`config.mk`:
```
export PLATFORM = sky130hd
export DESIGN_NAME = mult_share_arbiter_flat
export DESIGN_NICKNAME = d
export VERILOG_FILES = /design/src/rtl/mult_share_arbiter_if.sv /design/src/rtl/mult_share_arbiter.sv /design/src/flat_wrapper.sv
export SDC_FILE = /design/constraint.sdc
export NUM_CORES = 1
export LEC_CHECK = 0
export CAP_MARGIN = 20
export CORE_MARGIN = 2
export CORE_UTILIZATION = 31
export DETAILED_ROUTE_END_ITERATION = 10
export SKIP_CTS_REPAIR_TIMING = 1
export SYNTH_ARGS = -nofsm -noshare
export SYNTH_HDL_FRONTEND = slang
export SYNTH_SLANG_ARGS = --single-unit
```
`constraint.sdc`:
```
create_clock -name clk -period 2.4 [get_ports clk]
set_input_delay 0.24 -clock clk [delete_from_list [all_inputs] [get_ports clk]]
set_output_delay 0.24 -clock clk [all_outputs]
set_load 0.005 [all_outputs]
```
`src/rtl/mult_share_arbiter_if.sv`:
```
// Bundle of requester-side and datapath-side signals for mult_share_arbiter.
// The arbiter connects through the slave modport; the environment that drives
// requests and models the shared multiplier uses the master modport.
interface mult_share_arbiter_if;
    // Requester 0/1 handshake and operands
    logic       req0;
    logic       req1;
    logic [3:0] a0;
    logic [3:0] b0;
    logic [3:0] a1;
    logic [3:0] b1;
    logic       done0;
    logic       done1;
    logic [7:0] result;
    logic       err;
    logic       busy;

    // Shared multiplier datapath
    logic [3:0] dp_a;
    logic [3:0] dp_b;
    logic       dp_clr;
    logic       dp_en;
    logic       dp_done;
    logic [7:0] dp_out;

    modport slave (
        input  req0, req1, a0, b0, a1, b1, dp_done, dp_out,
        output done0, done1, result, err, busy, dp_a, dp_b, dp_clr, dp_en
    );

    modport master (
        output req0, req1, a0, b0, a1, b1, dp_done, dp_out,
        input  done0, done1, result, err, busy, dp_a, dp_b, dp_clr, dp_en
    );
endinterface

```
`src/rtl/mult_share_arbiter.sv`:
```
// Round-robin arbiter sharing one multiplier datapath between two requesters.
// Each grant runs IDLE -> CLEAR -> RUN -> RESP; RUN ends on dp_done or after
// TIMEOUT cycles, and RESP pulses done for the served requester only.
module mult_share_arbiter #(
    parameter int TIMEOUT = 31
) (
    input  logic                 clk,
    input  logic                 rst,
    mult_share_arbiter_if.slave  bus
);
    typedef enum logic [1:0] {
        IDLE  = 2'd0,
        CLEAR = 2'd1,
        RUN   = 2'd2,
        RESP  = 2'd3
    } state_e;

    localparam logic [7:0] TIMEOUT_C = 8'(TIMEOUT);

    state_e     state_q,  state_d;
    logic       grant_q,  grant_d;   // requester currently being served
    logic       prio_q,   prio_d;    // requester that wins when both ask
    logic [3:0] dp_a_q,   dp_a_d;
    logic [3:0] dp_b_q,   dp_b_d;
    logic [7:0] count_q,  count_d;   // RUN cycles elapsed
    logic [7:0] result_q, result_d;
    logic       err_q,    err_d;
    logic       pick;                // arbitration winner for this cycle
    logic       count_hit;           // this RUN cycle is the last one allowed

    // Arbitration: a lone request always wins, a tie goes to the priority holder.
    always_comb begin
        pick = prio_q;
        if (bus.req0 && !bus.req1) begin
            pick = 1'b0;
        end else if (bus.req1 && !bus.req0) begin
            pick = 1'b1;
        end
    end

    assign count_hit = ((count_q + 8'd1) == TIMEOUT_C);

    // Next-state logic: sequencing, operand latch, timeout and result capture.
    always_comb begin
        // NOTE: every next-state signal is defaulted to hold first, so no path through the case leaves one unassigned and infers a latch.
        state_d  = state_q;
        grant_d  = grant_q;
        prio_d   = prio_q;
        dp_a_d   = dp_a_q;
        dp_b_d   = dp_b_q;
        count_d  = count_q;
        result_d = result_q;
        err_d    = err_q;

        case (state_q)
            IDLE: begin
                if (bus.req0 || bus.req1) begin
                    grant_d = pick;
                    dp_a_d  = pick ? bus.a1 : bus.a0;
                    dp_b_d  = pick ? bus.b1 : bus.b0;
                    state_d = CLEAR;
                end
            end
            CLEAR: begin
                count_d = 8'd0;
                state_d = RUN;
            end
            RUN: begin
                count_d = count_q + 8'd1;
                // A completed product beats a timeout landing on the same cycle.
                if (bus.dp_done) begin
                    result_d = bus.dp_out;
                    err_d    = 1'b0;
                    state_d  = RESP;
                end else if (count_hit) begin
                    result_d = 8'h00;
                    err_d    = 1'b1;
                    state_d  = RESP;
                end
            end
            RESP: begin
                prio_d  = ~grant_q;
                state_d = IDLE;
            end
            default: state_d = IDLE;
        endcase
    end

    // State and datapath registers; reset drops any in-flight request.
    always_ff @(posedge clk or negedge rst) begin
        // NOTE: sequential state uses non-blocking assignments, and every register, including the operand and result holders, gets an explicit reset value.
        if (!rst) begin
            state_q  <= IDLE;
            grant_q  <= 1'b0;
            prio_q   <= 1'b0;
            dp_a_q   <= 4'd0;
            dp_b_q   <= 4'd0;
            count_q  <= 8'd0;
            result_q <= 8'h00;
            err_q    <= 1'b0;
        end else begin
            state_q  <= state_d;
            grant_q  <= grant_d;
            prio_q   <= prio_d;
            dp_a_q   <= dp_a_d;
            dp_b_q   <= dp_b_d;
            count_q  <= count_d;
            result_q <= result_d;
            err_q    <= err_d;
        end
    end

    // Outputs decode only registered state, so req never reaches done in the same cycle.
    assign bus.done0  = (state_q == RESP) && !grant_q;
    assign bus.done1  = (state_q == RESP) &&  grant_q;
    assign bus.busy   = (state_q != IDLE);
    assign bus.dp_clr = (state_q == CLEAR);
    assign bus.dp_en  = (state_q == RUN);
    assign bus.dp_a   = dp_a_q;
    assign bus.dp_b   = dp_b_q;
    assign bus.result = result_q;
    assign bus.err    = err_q;
endmodule

```
`src/flat_wrapper.sv`:
```
// flat-port wrapper written by rule: the top's interface ports become plain ports
module mult_share_arbiter_flat 
#(
    parameter int TIMEOUT = 31
)
  (clk, rst, bus_req0, bus_req1, bus_a0, bus_b0, bus_a1, bus_b1, bus_dp_done, bus_dp_out, bus_done0, bus_done1, bus_result, bus_err, bus_busy, bus_dp_a, bus_dp_b, bus_dp_clr, bus_dp_en);
  mult_share_arbiter_if bus_i ();
  input  logic clk;
  input  logic rst;
  input wire logic [$bits(bus_i.req0)-1:0] bus_req0;
  input wire logic [$bits(bus_i.req1)-1:0] bus_req1;
  input wire logic [$bits(bus_i.a0)-1:0] bus_a0;
  input wire logic [$bits(bus_i.b0)-1:0] bus_b0;
  input wire logic [$bits(bus_i.a1)-1:0] bus_a1;
  input wire logic [$bits(bus_i.b1)-1:0] bus_b1;
  input wire logic [$bits(bus_i.dp_done)-1:0] bus_dp_done;
  input wire logic [$bits(bus_i.dp_out)-1:0] bus_dp_out;
  output wire logic [$bits(bus_i.done0)-1:0] bus_done0;
  output wire logic [$bits(bus_i.done1)-1:0] bus_done1;
  output wire logic [$bits(bus_i.result)-1:0] bus_result;
  output wire logic [$bits(bus_i.err)-1:0] bus_err;
  output wire logic [$bits(bus_i.busy)-1:0] bus_busy;
  output wire logic [$bits(bus_i.dp_a)-1:0] bus_dp_a;
  output wire logic [$bits(bus_i.dp_b)-1:0] bus_dp_b;
  output wire logic [$bits(bus_i.dp_clr)-1:0] bus_dp_clr;
  output wire logic [$bits(bus_i.dp_en)-1:0] bus_dp_en;
  assign bus_i.req0 = bus_req0;
  assign bus_i.req1 = bus_req1;
  assign bus_i.a0 = bus_a0;
  assign bus_i.b0 = bus_b0;
  assign bus_i.a1 = bus_a1;
  assign bus_i.b1 = bus_b1;
  assign bus_i.dp_done = bus_dp_done;
  assign bus_i.dp_out = bus_dp_out;
  assign bus_done0 = bus_i.done0;
  assign bus_done1 = bus_i.done1;
  assign bus_result = bus_i.result;
  assign bus_err = bus_i.err;
  assign bus_busy = bus_i.busy;
  assign bus_dp_a = bus_i.dp_a;
  assign bus_dp_b = bus_i.dp_b;
  assign bus_dp_clr = bus_i.dp_clr;
  assign bus_dp_en = bus_i.dp_en;
  mult_share_arbiter #(.TIMEOUT(TIMEOUT)) u_core (.clk(clk), .rst(rst), .bus(bus_i));
endmodule
```
==> flow_summary_export.csv, run 1 <==
group,metric,value,unit
run_status,status,"complete, no violations",
floorplanning,dieWidth,74.9,microns
place,dpl.hpwl,2620,microns
critical_path,critPathTopFamily,"simple AND/OR/NAND/NOR gates",
yosys,yosys.cell_count.top_type,"nand2_1",
yosys,ys_ff_latch,29,
cells_and_area,fin_area,0.00226,sq mm
place,postPlaceCellArea,0.00214,sq mm
yosys,synth_top_area_share,46.6,%
power,p_leak,0.00101,uW
clock_network,h-tree-depth,2,
timing,finalCritPeriodShare,79.5,%
yosys,ys_warn_count,0,
critical_path,start_kind,"flop",
timing,drv_slew,0,
routing,drc,0,
critical_path,critical_path_class,"reg2reg",
critical_path,crit_required,2.56,ns
min_path,hold_class,"in2async",
flow_run,maxCapViolations,0,
timing,timing.hold.ws,0.342,ns
global_route,grt_use_total,13.9,%
global_route,gr-total-overflow,0,
yosys,syn_area,0.00156,sq mm
floorplanning,coreArea,0.00479,sq mm
place,gp_congestion,0.726,
yosys,yosysUniqueCellTypes,34,
floorplanning,die_h,74.9,microns
critical_path,cp.arrival,2.07,ns
routing,vias,1321,
floorplanning,num_rows,25,
clock_network,cts_buffers,5,
yosys,synth_fp_nets,202,
routing,drt-pass1-iter-count,3,
routing,routed_wl,3560,microns
timing,fmax,0.524,GHz
routing,routed_via_density,4.57,
cells_and_area,drive_gt1_share,7.66,%
yosys,synth_commonest_cells,"32 x nand2_1, 29 x dfrtp_1, 16 x inv_1, 12 x o21ai_0, 9 x mux2i_1",
yosys,synth_top_area_cell,"dfrtp_1",
global_route,grt_max_degree,30,
timing,final.min_clock_period,1.91,ns
clock_network,clock_latency,0.28,ns
timing,skew,0.00519,ns
yosys,ys_seq_area_share,46.6,%
global_route,grt_pass1_wl,5870,microns
critical_path,path_cells,"ha_1, nand3_1, nor2_1, xor2_1, nor2_4, o41a_2",
timing,tightest_slew,0.518,ns
clock_network,cts_tree,"yes",
global_route,grt_pass1_vias,1254,
power,fin_total_pwr,2380,uW
timing,rsz0062_at_grt,"false",
power,irDropWorstVdd,0.000468,V
critical_path,cp_slowest_stage_delay,0.41,ns
clock_network,clkSinkCount,29,
cells_and_area,antenna_cells,0,
clock_network,cts_max_path_buffers,2,
cells_and_area,final_net_count,256,
yosys,synth_area_per_cell,9.32,sq um
yosys,synthCells,167,
place,port_buffers,50,
floorplanning,ios,51,
timing,finalSetupViolCount,0,
floorplanning,initial_utilization,32.5,%
critical_path,worstPathMaxFanout,9,
floorplanning,dieArea,0.00560,sq mm
routing,ant_nets,0,
global_route,antenna_found_initial,0,
yosys,synth_edf_count,0,
clock_network,root_buffer,"clkbuf_8",
yosys,synth_ff_type,"dfrtp_1",
timing,fin_tns_setup,0,ns
timing,hold_viol,0,
cells_and_area,synthToLayoutAreaGrowth,44.9,%
yosys,synthTopCellsByArea,"dfrtp_1 47%, nand2_1 7.7%, mux2i_1 5.8%",
routing,wire_per_inst,12.3,microns
power,p_per_area,1060,mW/mm^2
critical_path,cp-end-kind,"flop",
critical_path,path_buf_inv,0,
clock_network,clk_pin_slew,0.06,ns
timing,relSlewSlack,65.5,%
critical_path,cp_slowest_cell,"dfrtp_1",
routing,drt_iter0_markers,48,
yosys,async_flop_share,100,%
-- kinds of logic after synthesis --
| logic type | after synthesis | share of synthesized area [%] |
|---|---|---|
| simple gates | 54 | 15.5 |
| fa+ha+maj | 6 | 4.82 |
| compound gates | 41 | 18.8 |
| flops | 29 | 46.6 |
| xor+xnor | 5 | 2.81 |
| mux | 9 | 5.79 |
| buf+inv | 23 | 5.63 |
-- per-layer routing --
layer	up-vias	global-route usage, %	wire length (microns)
li1	691	-	-
met3	4	3.21	105
met2	24	20.6	1670
met5	-	0	0
met4	0	6.55	57
met1	602	19.3	1740
-- layout make-up --
| class | instances | area (sq um) |
|---|---|---|
| multi-input combinational | 115 | 743 |
| fill | 454 | 2530 |
| clock inverter | 1 | 30.0 |
| tap | 67 | 83.8 |
| sequential | 29 | 726 |
| clock buffer | 7 | 86.3 |
| inverter | 17 | 63.8 |
| timing repair buffer | 53 | 523 |
-- worst reg2reg max path, stage by stage (launching register included) --
cell,delay (ns)
dfrtp_1,0.41
ha_1,0.24
nand3_1,0.13
nor2_1,0.22
xor2_1,0.30
nor2_4,0.12
o41a_2,0.37
-- stage by stage --
step                worst slack, ns  cells  utilization [%]
CTS                           0.458    289             47.1
global route                  0.311    289             47.1
finish                        0.491    289             47.1
detailed placement            0.488    281             44.7
global placement              0.560    281             44.7
floorplan                     0.654    167                -
-- state kept, by name, summed over array words and instances (netlist names) --
register,cells
u_core.bus.dp_b,4
u_core.bus.result,8
u_core.prio_q,1
u_core.grant_q,1
u_core.bus.err,1
u_core.count_q,8
u_core.state_q,2
u_core.bus.dp_a,4
-- power breakdown --
| group | total [uW] | leakage (uW) | switching, uW | internal (uW) |
|---|---|---|---|---|
| logic | 1060 | 0.000601 | 507 | 550 |
| clock network | 519 | 0.0000585 | 181 | 338 |
| registers | 806 | 0.000355 | 135 | 672 |
| total | 2380 | 0.00101 | 822 | 1560 |
-- layout by cell type, fill, tap and decap left out --
cell | synthesis | layout
buf_4 | 0 | 3
bufinv_16 | 0 | 1
mux2i_1 | 9 | 9
xnor2_1 | 2 | 2
o41a_2 | 1 | 1
nor2_4 | 1 | 1
clkinv_1 | 1 | 1
a21oi_1 | 4 | 4
a22o_1 | 1 | 1
o311ai_0 | 8 | 8
o211ai_1 | 2 | 2
nand2_1 | 32 | 32
a211o_2 | 2 | 2
clkbuf_1 | 3 | 1
a211oi_1 | 1 | 1
inv_1 | 16 | 16
and4_4 | 1 | 1
o21ai_2 | 1 | 1
or3_1 | 1 | 1
nand3_1 | 5 | 5
nor3_1 | 2 | 2
nand4_1 | 2 | 2
o21ai_0 | 12 | 12
dfrtp_1 | 29 | 29
a22o_2 | 1 | 1
nor2b_1 | 1 | 1
xor2_1 | 3 | 3
clkdlybuf4s50_1 | 0 | 50
and2_1 | 2 | 2
a31oi_1 | 2 | 2
o2bb2ai_1 | 4 | 4
nor2_1 | 7 | 7
ha_1 | 6 | 6
clkbuf_8 | 0 | 6
o21ai_1 | 1 | 1
o31ai_1 | 1 | 1
-- path summary, 6_finish.rpt --
kind / startpoint / endpoint / slack [ns] / cells after the start
setup / recovery: u_core.count_q[1]$_DFFE_PN0P_ / u_core.state_q[0]$_DFFE_PN0P_ / 0.49 / 6
hold / removal: rst / u_core.count_q[4]$_DFFE_PN0P_ / 0.34 / 2
setup reg to reg: u_core.count_q[1]$_DFFE_PN0P_ / u_core.state_q[0]$_DFFE_PN0P_ / 0.49 / 6
hold reg to reg: u_core.bus.dp_a[1]$_DFFE_PN0P_ / u_core.bus.dp_a[1]$_DFFE_PN0P_ / 0.48 / 2
max in group asynchronous: rst / u_core.bus.result[7]$_DFFE_PN0P_ / 1.78 / 2
min in group clk: u_core.bus.dp_a[1]$_DFFE_PN0P_ / u_core.bus.dp_a[1]$_DFFE_PN0P_ / 0.48 / 2
No activity file was read; power rests on OpenSTA's default activity.
==> run 2: changes to the inputs <==
==> constraint.sdc (replaced) <==
create_clock -name clk -period 1.8 [get_ports clk]
set_input_delay 0.18 -clock clk [delete_from_list [all_inputs] [get_ports clk]]
set_output_delay 0.18 -clock clk [all_outputs]
set_load 0.005 [all_outputs]
==> flow_summary_export.csv, run 2 (synthesis results as in run 1) <==
group,metric,value,unit
run_status,status,"complete, no violations",
timing,fmax,0.576,GHz
place,postPlaceCellArea,0.00225,sq mm
timing,finalCritPeriodShare,96.5,%
timing,tightest_slew,0.536,ns
power,p_int,2220,uW
routing,drt_iter0_markers,65,
routing,topRoutingLayerUsed,"met4",
place,gp_congestion,0.805,
floorplanning,dieArea,0.00560,sq mm
clock_network,cts_max_path_buffers,2,
floorplanning,num_rows,25,
routing,drc,0,
clock_network,clkSinkCount,29,
clock_network,cts_tree,"yes",
critical_path,critical_path_class,"reg2reg",
cells_and_area,fin_cells,305,
flow_run,maxCapViolations,0,
place,port_buffers,50,
cells_and_area,drive_gt1_share,15.5,%
clock_network,h-tree-depth,2,
power,seqPwrFrac,31.0,%
power,irDropWorstVdd,0.000560,V
routing,drt-pass1-iter-count,4,
global_route,grt_pass1_vias,1281,
routing,wl_met2,1880,microns
power,p_per_area,1390,mW/mm^2
critical_path,cp-end-kind,"flop",
global_route,grt_use_total,14.3,%
global_route,gr-total-overflow,0,
critical_path,startpoint,"u_core.count_q[0]$_DFFE_PN0P_",
floorplanning,initial_utilization,32.5,%
place,dpl.hpwl,2800,microns
clock_network,clock_latency,0.28,ns
critical_path,r2r-start,"u_core.count_q[0]$_DFFE_PN0P_",
critical_path,start_kind,"flop",
timing,hold_viol,0,
routing,ant_nets,0,
power,p_comb_share,48.5,%
critical_path,crit_required,1.96,ns
global_route,antenna_found_initial,0,
cells_and_area,antenna_cells,0,
power,switching_share,34.2,%
power,p_leak,0.00113,uW
cells_and_area,final_cell_mix,"48 x clkdlybuf4s50_1, 32 x nand2_1, 29 x dfrtp_1",
min_path,hold_class,"in2async",
routing,routed_via_density,4.58,
routing,vias,1397,
timing,drv_slew,0,
timing,finalSetupViolCount,0,
floorplanning,coreArea,0.00479,sq mm
timing,rsz0062_at_grt,"true",
cells_and_area,synthToLayoutAreaGrowth,55.7,%
clock_network,cts_buffers,5,
power,net-switching-power,1150,uW
routing,wire_per_inst,12.7,microns
cells_and_area,final_common_cell,"clkdlybuf4s50_1",
routing,routed_wl,3890,microns
clock_network,clk_pin_slew,0.07,ns
global_route,grt_pass1_wl,6000,microns
cells_and_area,fill_cells,456,
place,place_inst,296,
cells_and_area,final_net_count,272,
cells_and_area,fin_area,0.00242,sq mm
timing,relSlewSlack,64.2,%
floorplanning,dieWidth,74.9,microns
global_route,grt_max_degree,30,
timing,final.min_clock_period,1.74,ns
critical_path,worstPathMaxFanout,4,
routing,m1WireLength,1810,microns
routing,wl_met3,162,microns
floorplanning,ios,51,
floorplanning,die_h,74.9,microns
timing,skew,0.00745,ns
power,p_clk_share,20.6,%
critical_path,cp.arrival,1.89,ns
clock_network,root_buffer,"clkbuf_8",
==> run 2: cell type report <==
type,instances,area (sq um),area share (%)
flip-flops and latches,29,726,29.9
repair buffers,68,641,26.4
inverters,17,63.8,2.63
multi-input cells,116,793,32.7
well taps,67,83.8,3.46
clock buffers,7,86.3,3.56
clock inverters,1,30.0,1.24
==> run 2: final timing paths <==
check / to / depth (start not counted) / slack, ns
hold reg to reg: u_core.bus.dp_b[3]$_DFFE_PN0P_ / 2 / 0.48
setup reg to reg: u_core.state_q[0]$_DFFE_PN0P_ / 6 / 0.06
min in group clk: u_core.bus.dp_b[3]$_DFFE_PN0P_ / 2 / 0.48
hold / removal: u_core.count_q[3]$_DFFE_PN0P_ / 2 / 0.29
setup / recovery: u_core.state_q[0]$_DFFE_PN0P_ / 6 / 0.06
max in group asynchronous: u_core.state_q[1]$_DFFE_PN0P_ / 2 / 1.22
==> run 2: power by group through the flow <==
stage	registers, uW	clock network, uW	logic [uW]
after floorplan	1070	0	718
after global placement	1050	0	1600
after detailed placement	1050	0	1620
after CTS	1050	713	1630
after global routing	1080	738	1830
final	1040	692	1630
==> run 2: worst max-delay path, stage by stage, from the launching register on <==
cell     delay (ns)
dfrtp_1        0.39
ha_2           0.22
nand3_1        0.13
nor2_4         0.19
xor2_4         0.24
nor2_4         0.08
o41a_2         0.36
==> run 2: metal layers <==
metal / up-vias / GRT usage (%)
met3: 2 / 4.82
met2: 26 / 21.2
li1: 721 / -
met5: - / 0
met4: 0 / 5.36
met1: 648 / 19.5
==> run 2: through the flow <==
| stage | worst slack, ns | TNS, ns | total power (uW) | hold WS (ns) | util [%] |
|---|---|---|---|---|---|
| 2_1_floorplan | 0.0538 | 0 | 1790 | -0.116 | - |
| 3_3_place_gp | 0.0298 | 0 | 2650 | 0.463 | 47.1 |
| 3_5_place_dp | -0.0243 | -0.0640 | 2670 | 0.471 | 47.1 |
| 4_1_cts | -0.0397 | -0.162 | 3390 | 0.301 | 49.5 |
| 5_1_grt | -0.0564 | -0.0564 | 3640 | 0.320 | 50.6 |
| 6_report | 0.0636 | 0 | 3370 | 0.291 | 50.6 |
==> run 3: changes to the inputs <==
--- a/config.mk
+++ b/config.mk
@@ -5,10 +5,12 @@
 export SDC_FILE = /design/constraint.sdc
 export NUM_CORES = 1
 export LEC_CHECK = 0
+export ABC_AREA = 1
 export CAP_MARGIN = 20
 export CORE_MARGIN = 2
 export CORE_UTILIZATION = 31
 export DETAILED_ROUTE_END_ITERATION = 10
+export GPL_TIMING_DRIVEN = 0
 export SKIP_CTS_REPAIR_TIMING = 1
 export SYNTH_ARGS = -nofsm -noshare
 export SYNTH_HDL_FRONTEND = slang
==> flow_summary_export.csv, run 3 <==
group,metric,value,unit
yosys,synth_area_per_cell,8.08,sq um
routing,routed_wl,3580,microns
power,p_int,2210,uW
timing,relSlewSlack,69.1,%
global_route,grt_pass1_vias,1234,
cells_and_area,final_net_count,280,
cells_and_area,fin_area,0.00225,sq mm
routing,wire_per_inst,11.9,microns
power,p_comb_share,43.7,%
yosys,synth_fa_ha_area_share,5.03,%
power,p_clk_share,24.2,%
power,seqPwrFrac,32.1,%
critical_path,start_kind,"flop",
yosys,ys_ff_latch,29,
floorplanning,die_h,73.4,microns
yosys,async_flop_share,100,%
yosys,ys_warn_count,0,
critical_path,cp_slowest_stage_delay,0.50,ns
timing,finalSetupViolCount,0,
yosys,synth_top_area_share,48.6,%
yosys,synth_top_family_by_area,"simple AND/OR/NAND/NOR gates",
floorplanning,dieArea,0.00539,sq mm
cells_and_area,synthToLayoutAreaGrowth,50.3,%
timing,tightest_slew,0.462,ns
floorplanning,initial_utilization,31.8,%
timing,skew,0.00305,ns
yosys,ys_seq_area_share,48.6,%
cells_and_area,final_cell_mix,"66 x nand2_1, 48 x clkdlybuf4s50_1, 28 x dfrtp_1",
yosys,synth_ff_type,"dfrtp_1",
clock_network,clk_pin_slew,0.07,ns
timing,fmax,0.589,GHz
routing,drt-pass1-iter-count,4,
floorplanning,ios,51,
timing,finalCritPeriodShare,94.3,%
place,dpl.hpwl,2730,microns
global_route,grt_pass1_wl,5800,microns
clock_network,h-tree-depth,2,
timing,drv_slew,0,
run_status,status,"complete, no violations",
routing,vias,1391,
power,net-switching-power,1130,uW
critical_path,critical_path_class,"reg2out",
critical_path,path_cells,"ha_2, inv_1, nor2_1, clkdlybuf4s50_1",
yosys,yosysUniqueCellTypes,24,
timing,timing.hold.ws,0.219,ns
critical_path,cp.arrival,1.52,ns
power,irDropWorstVdd,0.000624,V
global_route,grt_max_degree,13,
global_route,antenna_found_initial,0,
yosys,synth-xor-area-share,0.586,%
yosys,synth_fp_nets,220,
yosys,synth_edf_count,0,
timing,final.min_clock_period,1.70,ns
timing,rsz0062_at_grt,"false",
critical_path,reg2reg_setup_slack,0.20,ns
flow_run,maxCapViolations,0,
critical_path,cp_slowest_cell,"clkdlybuf4s50_1",
critical_path,worst_r2r_path_depth,10,
critical_path,crit_required,1.62,ns
yosys,synth_commonest_cells,"66 x nand2_1, 29 x dfrtp_1, 19 x inv_1, 13 x nor2_1, 9 x nand3_1",
floorplanning,dieWidth,73.4,microns
clock_network,cts_buffers,5,
cells_and_area,drive_gt1_share,12.6,%
floorplanning,num_rows,25,
global_route,gr-total-overflow,0,
cells_and_area,final_common_cell,"nand2_1",
power,switching_share,33.7,%
clock_network,root_buffer,"clkbuf_8",
routing,ant_nets,0,
routing,routed_via_density,4.64,
clock_network,clkSinkCount,29,
place,postPlaceCellArea,0.00209,sq mm
cells_and_area,final_util,47.9,%
floorplanning,coreArea,0.00469,sq mm
clock_network,cts_tree,"yes",
power,p_per_area,1490,mW/mm^2
routing,drt_iter0_markers,68,
yosys,synthMuxAreaShare,0,%
power,p_leak,0.00104,uW
yosys,synth_top_area_cell,"dfrtp_1",
timing,fin_tns_setup,0,ns
place,gp_congestion,0.792,
global_route,grt_use_total,14.2,%
critical_path,worstPathMaxFanout,4,
yosys,synthCells,185,
yosys,synth-compound-area-share,9.55,%
critical_path,cp-end-kind,"output port",
yosys,syn_area,0.00149,sq mm
yosys,yosys.cell_count.top_type,"nand2_1",
place,port_buffers,50,
yosys,synthSimpleGateAreaFrac,29.9,%
routing,drc,0,
clock_network,cts_max_path_buffers,2,
timing,hold_viol,0,
clock_network,clock_latency,0.28,ns
min_path,hold_class,"in2async",
yosys,synthTopCellsByArea,"dfrtp_1 49%, nand2_1 17%, ha_1 5.0%",
cells_and_area,antenna_cells,0,
==> run 3: power by group through the flow <==
| stage | combinational, uW | clock, uW | sequential, uW |
|---|---|---|---|
| floorplan | 706 | 0 | 1080 |
| global placement | 1440 | 0 | 1070 |
| detailed placement | 1460 | 0 | 1090 |
| CTS | 1470 | 823 | 1070 |
| global route | 1650 | 863 | 1110 |
| finish | 1460 | 809 | 1070 |
==> run 3: worst max-delay path, delay by kind of cell (launching register included) <==
family / cells / cell delay (ns)
adder cells (fa/ha/maj): 1 / 0.20
AND/OR/NAND/NOR: 1 / 0.08
buffers and inverters: 2 / 0.55
flip-flops: 1 / 0.40
==> run 3: logic make-up after synthesis <==
| kind of cell | count (synthesis) |
|---|---|
| xor+xnor | 1 |
| compound gates | 24 |
| simple gates | 102 |
| fa+ha+maj | 6 |
| buf+inv | 23 |
| flops | 29 |
==> run 3: stage by stage <==
| stage | setup WS (ns) | instances | total power [uW] |
|---|---|---|---|
| finish | 0.103 | 300 | 3340 |
| CTS | -0.0294 | 299 | 3370 |
| detailed placement | 0.0556 | 291 | 2550 |
| floorplan | 0.374 | 185 | 1790 |
| global route | 0.00251 | 300 | 3620 |
| global placement | -0.00875 | 289 | 2510 |
==> run 3: layout make-up <==
type / count / area, sq um
well taps: 54 / 67.6
fillers: 480 / 2450
repair buffers: 53 / 539
flip-flops and latches: 29 / 727
clock inverters: 3 / 65.1
multi-input cells: 133 / 683
plain buffers: 3 / 20.0
clock buffers: 5 / 68.8
inverters: 20 / 75.1
==> run 3: final timing paths <==
path	start	to
max in group asynchronous	rst	u_core.count_q[5]$_DFFE_PN0P_
min reg2reg	u_core.bus.result[2]$_DFFE_PN0P_	u_core.bus.result[2]$_DFFE_PN0P_
min in group clk	bus_dp_out[7]	u_core.bus.result[7]$_DFFE_PN0P_
max	u_core.state_q[0]$_DFFE_PN0P_	bus_done0
min	rst	u_core.bus.result[1]$_DFFE_PN0P_
max reg2reg	u_core.count_q[1]$_DFFE_PN0P_	u_core.bus.result[3]$_DFFE_PN0P_
==> run 3: layer usage <==
metal / vias up / routed length (microns) / GRT usage, %
met3: 4 / 164 / 4.53
li1: 707 / - / -
met4: 0 / 51 / 5.45
met1: 639 / 1650 / 19.9
met2: 41 / 1710 / 20.3
met5: - / 0 / 0
